<file path="src/rtl/rfdp_fifo_ctrl.sv">
// Valid/ready FIFO sequencer around an external rfdp dual-port macro.
// Reads are issued on credit into a small skid buffer that hides the macro read latency.
module rfdp_fifo_ctrl #(
  parameter  int DEPTH  = 512,
  parameter  int WIDTH  = 32,
  parameter  int RD_LAT = 2,
  localparam int AW     = $clog2(DEPTH),
  localparam int SKID   = RD_LAT + 1,
  localparam int LW     = $clog2(DEPTH + SKID + 1)
) (
  input  logic             clk,
  input  logic             rst,
  input  logic             flush,
  input  logic             s_valid,
  output logic             s_ready,
  input  logic [WIDTH-1:0] s_data,
  output logic             m_valid,
  input  logic             m_ready,
  output logic [WIDTH-1:0] m_data,
  output logic [LW-1:0]    level,
  output logic [AW-1:0]    aa,
  output logic             cena,
  input  logic [WIDTH-1:0] qa,
  output logic [AW-1:0]    ab,
  output logic [WIDTH-1:0] db,
  output logic             cenb
);

  localparam int SPW = (SKID > 1) ? $clog2(SKID) : 1;
  localparam int SCW = $clog2(SKID + 1);

  logic [AW-1:0]    wptr, rptr;
  logic [AW:0]      ram_cnt;
  logic [RD_LAT-1:0] vld;
  logic [WIDTH-1:0] skid_mem [SKID];
  logic [SPW-1:0]   skid_hd, skid_tl;
  logic [SCW-1:0]   skid_cnt;
  logic [LW-1:0]    vld_cnt, credit;
  logic             push, pop, issue, cap;

  function automatic logic [SPW-1:0] skid_inc(input logic [SPW-1:0] p);
    return (p == SPW'(SKID - 1)) ? '0 : p + 1'b1;
  endfunction

  always_comb begin
    vld_cnt = '0;
    for (int i = 0; i < RD_LAT; i++) vld_cnt = vld_cnt + LW'(vld[i]);
  end

  assign s_ready = !rst && (ram_cnt != (AW+1)'(DEPTH));
  assign m_valid = !rst && (skid_cnt != '0);
  assign push    = s_valid && s_ready;
  assign pop     = m_valid && m_ready;
  // Credit counts skid entries plus reads still travelling through the macro.
  assign credit  = LW'(skid_cnt) + vld_cnt - LW'(pop);
  assign issue   = !rst && (ram_cnt != '0) && (credit < LW'(SKID));
  assign cap     = vld[RD_LAT-1];

  // The macro output register is gated by cena, so it stays on outside reset.
  assign cena   = !rst;
  assign aa     = rst ? '0 : rptr;
  assign ab     = rst ? '0 : wptr;
  assign db     = s_data;
  assign cenb   = push;
  assign m_data = skid_mem[skid_hd];
  assign level  = rst ? '0 : LW'(ram_cnt) + vld_cnt + LW'(skid_cnt);

  always_ff @(posedge clk) begin
    if (rst || flush) begin
      wptr     <= '0;
      rptr     <= '0;
      ram_cnt  <= '0;
      vld      <= '0;
      skid_hd  <= '0;
      skid_tl  <= '0;
      skid_cnt <= '0;
    end else begin
      if (push) wptr <= wptr + 1'b1;
      if (issue) rptr <= rptr + 1'b1;
      if (push && !issue) ram_cnt <= ram_cnt + 1'b1;
      else if (!push && issue) ram_cnt <= ram_cnt - 1'b1;
      vld <= (vld << 1) | RD_LAT'(issue);
      if (cap) skid_tl <= skid_inc(skid_tl);
      if (pop) skid_hd <= skid_inc(skid_hd);
      if (cap && !pop) skid_cnt <= skid_cnt + 1'b1;
      else if (!cap && pop) skid_cnt <= skid_cnt - 1'b1;
    end
  end

  // Skid storage needs no reset; occupancy is tracked by skid_cnt alone.
  always_ff @(posedge clk) begin
    if (!rst && !flush && cap) skid_mem[skid_tl] <= qa;
  end

endmodule

</file>
<file path="config.mk">
export PLATFORM = sky130hd
export DESIGN_NAME = rfdp_fifo_ctrl
export DESIGN_NICKNAME = d
export VERILOG_FILES = /design/src/rtl/rfdp_fifo_ctrl.sv
export SDC_FILE = /design/constraint.sdc
export NUM_CORES = 1
export LEC_CHECK = 0
export CAP_MARGIN = 20
export CORE_MARGIN = 2
export CORE_UTILIZATION = 45
export CTS_BUF_LIST = sky130_fd_sc_hd__clkbuf_4 sky130_fd_sc_hd__clkbuf_8 sky130_fd_sc_hd__clkbuf_16
export DETAILED_ROUTE_END_ITERATION = 6
export PLACE_DENSITY_LB_ADDON = 0.08
export SYNTH_ARGS = -nofsm -noshare
export SYNTH_HDL_FRONTEND = slang
export SYNTH_SLANG_ARGS = --single-unit
export TNS_END_PERCENT = 100
</file>
<file path="constraint.sdc">
create_clock -name clk -period 9.22 [get_ports clk]
set_input_delay 1.383 -clock clk [delete_from_list [all_inputs] [get_ports clk]]
set_output_delay 1.383 -clock clk [all_outputs]
set_load 0.01 [all_outputs]
</file>
==> results.yml <==
outcome:
  status: "complete, no violations"
floorplan:
  core_um2: 13800
  die_h_um: 122
  die_x_um: 122
  rows: 43
  die_area_um2: 15000
  boundaryPins: 165
  initial_core_util: 0.457
clock_tree:
  clk_path_buf_depth: 2
  clkSinkCount: 134
  ctsResizeCount: 0
  tritoncts: "built"
  htree_levels: 4
  holdBufCountCts: 0
  postCtsSetupBuffers: 0
  clk_pin_slew_ns: 0.06
  root_buffer: "clkbuf_16"
  numCtsBuffers: 17
  clk_latency_ns: 0.40
worst_setup_path:
  r2r_end: "ram_cnt[9]"
  start_kind: "input port"
  reg2reg_slack_ns: 4.72
  crit_type: "in -> reg"
  cp-end-kind: "flip-flop"
  crit_slowest_cell: "clkdlybuf4s50_1"
  slowest_delay_ns: 0.50
  cp.required_ns: 9.55
  crit_path_max_fanout: 9
  crit_top_cell: "ha_1"
  worstPathArrival_ns: 5.78
  path_cells: "clkdlybuf4s50_1 > nor2_1 > nand2_1 > inv_1 > ha_1 > inv_1 > ha_1 > fa_1 > nor2_1 > o21ba_2 > nor3_4 > inv_2 > ha_1 > inv_1 > ha_1 > a211oi_1 > nor2_1 > a221oi_1 > mux2i_1 > mux2i_1"
  rr_startpoint: "skid_cnt[0]"
  setup.worst_path.end: "ram_cnt[9]"
  cp-startpoint: "rst"
  rr_worst_depth: 20
power_and_ir_drop:
  clkPwrFrac: 0.348
  finalPower_uw: 1860
  intPower_uw: 1300
  switchingPower_uw: 555
  combPwrFrac: 0.266
  p_leak_uw: 0.00262
  switching_share: 0.298
  seqPwrFrac: 0.386
  p_per_area_nw_per_um2: 237
  ir_drop_mv: 0.140
cells_and_area:
  nFillCells: 1195
  diodes: 0
  final_cells: 816
  area_growth_pct: 24.4
  drive_gt1_frac: 0.0755
  nets: 716
global_route:
  grt_usage: 0.176
  grt_overflow: 0
  grt_max_degree: 65
  grt_pass1_wl_um: 20200
  antenna_found_initial: 0
  grt_pass1_vias: 4102
sta:
  period_share: 0.591
  relSlewSlack: 0.273
  period_needed_ns: 5.45
  tightest_slew_ns: 1.09
  max_freq_mhz: 184
  finalSetupViolations: 0
  slew_viol_final: 0
  finalHoldViolCount: 0
  finalSetupTns_ns: 0
  rsz0062_at_grt: "no"
  clock_skew_ns: 0.00577
synth:
  synth_seq_cells: 134
  ys.flop_type: "edfxtp_1"
  synth_edf_count: 96
  ys_async_sr_fraction: 0
  synthCells: 554
  syn-num-nets: 647
  yosysWarningCount: 0
  ys_seq_area_frac: 0.578
  synth_area_um2: 6300
  syn_avg_cell_area_um2: 11.4
  ys_types: 49
flow_run:
  max-cap-violations: 0
worst_hold_path:
  min_path_type: "reg -> reg"
route:
  viasPerCell: 5.11
  dr.pass1.iters: 5
  routed_wl_um: 12800
  antenna_left: 0
  first_iter_violations: 178
  remaining_drc_errors: 0
  wire_per_inst_um: 15.6
  num_vias: 4170
placement:
  port_buffers: 100
  dp.cells: 783
  gp_congestion: 0.779
  dp_hpwl_um: 8240
state kept, by name (all words and copies together), names as in the netlist, named ones only:
register / cells
skid_tl: 2
wptr: 9
vld: 2
skid_mem: 96
skid_cnt: 2
skid_hd: 2
rptr: 9
ram_cnt: 10
layer usage:
| metal | part of all wire | global-route usage |
|---|---|---|
| met1 | 0.46 | 0.221 |
| met2 | 0.49 | 0.291 |
| met3 | 0.043 | 0.0497 |
| met5 | 0 | 0 |
| met4 | 0.0096 | 0.0661 |
cells in the final DEF, fill, tap and decap left out, types with 5 or more instances in the layout:
master,n
nand2_1,60
edfxtp_1,96
clkdlybuf4s50_1,100
clkinv_2,5
inv_1,21
nand3_1,13
xor2_1,12
a21oi_1,22
mux2i_1,34
nor2b_1,21
nor3_1,7
xnor2_1,7
clkbuf_16,17
or3_1,8
nor2_1,37
dfxtp_1,36
ha_1,19
o21ai_0,39
nand4_1,7
fa_1,5
worst min path at each step:
stage	start	endpoint	slack, ns	cells past startpoint
6_report	vld[0]	vld[1]	0.47	1
5_1_grt	vld[0]	vld[1]	0.50	1
4_1_cts	vld[0]	vld[1]	0.47	1
3_5_place_dp	vld[0]	vld[1]	0.46	1
3_3_place_gp	vld[0]	vld[1]	0.45	1
2_1_floorplan	vld[0]	vld[1]	0.44	1
Yosys cell counts (2+ instances only):
master / count / share of area
edfxtp_1: 96 / 0.46
nand2_1: 60 / 0.036
o21ai_0: 39 / 0.031
dfxtp_1: 38 / 0.12
nor2_1: 38 / 0.023
mux2i_1: 34 / 0.054
buf_4: 33 / 0.039
a21oi_1: 22 / 0.017
inv_1: 21 / 0.013
nor2b_1: 21 / 0.021
ha_1: 19 / 0.038
clkbuf_1: 17 / 0.010
nand3_1: 13 / 0.010
xor2_1: 12 / 0.017
nor3_1: 9 / 0.0072
or3_1: 8 / 0.0079
nand4_1: 7 / 0.0070
xnor2_1: 7 / 0.0097
fa_1: 5 / 0.016
and2_1: 4 / 0.0040
buf_1: 4 / 0.0024
nor4_1: 4 / 0.0040
o31ai_1: 4 / 0.0048
a21o_1: 3 / 0.0036
nand2b_1: 3 / 0.0030
o211ai_1: 3 / 0.0036
o21a_1: 3 / 0.0036
or4_1: 3 / 0.0036
a211oi_1: 2 / 0.0024
and3_1: 2 / 0.0020
nor4b_1: 2 / 0.0028
kinds of logic after synthesis:
kind of cell               synth area share
DFF                                   0.578
buffers and inverters                0.0650
and+or+nand+nor                       0.141
muxes                                0.0558
AOI/OAI and AO/OA                    0.0801
xor gates and xnor gates             0.0264
adders and majority gates            0.0536
power groups by stage:
| stage | sequential (uW) | clock (uW) | combinational, uW |
|---|---|---|---|
| 2_1_floorplan | 709 | 0 | 383 |
| 3_3_place_gp | 729 | 0 | 490 |
| 3_5_place_dp | 728 | 0 | 493 |
| 4_1_cts | 717 | 662 | 497 |
| 5_1_grt | 723 | 688 | 564 |
| 6_report | 717 | 647 | 495 |
per-stage QoR:
step / setup WS (ns) / util / hold slack [ns] / instance area, um2
2_1_floorplan: 4.20 / - / 0.437 / 6300
3_3_place_gp: 3.45 / 0.526 / 0.449 / 7240
3_5_place_dp: 3.35 / 0.526 / 0.459 / 7240
4_1_cts: 3.77 / 0.568 / 0.474 / 7820
5_1_grt: 3.38 / 0.569 / 0.500 / 7840
6_report: 3.77 / 0.569 / 0.472 / 7840
area by class of cell:
type	count	area [um2]	area share
inverters	22	82.6	0.0105
flip-flops and latches	134	3650	0.465
repair buffers	104	1040	0.133
well taps	180	225	0.0287
clock inverters	10	108	0.0137
multi-input cells	344	2260	0.289
clock buffers	22	469	0.0599
worst max-delay path: cells and delay by family:
family                   cells  cell delay, ns
adder cells (fa/ha/maj)      5            1.42
buffers and inverters        5            0.99
AO/OA/AOI/OAI                3            0.83
AND/OR/NAND/NOR              5            0.68
multiplexers                 2            0.45
Note: power is estimated with default switching activity, not from simulation.
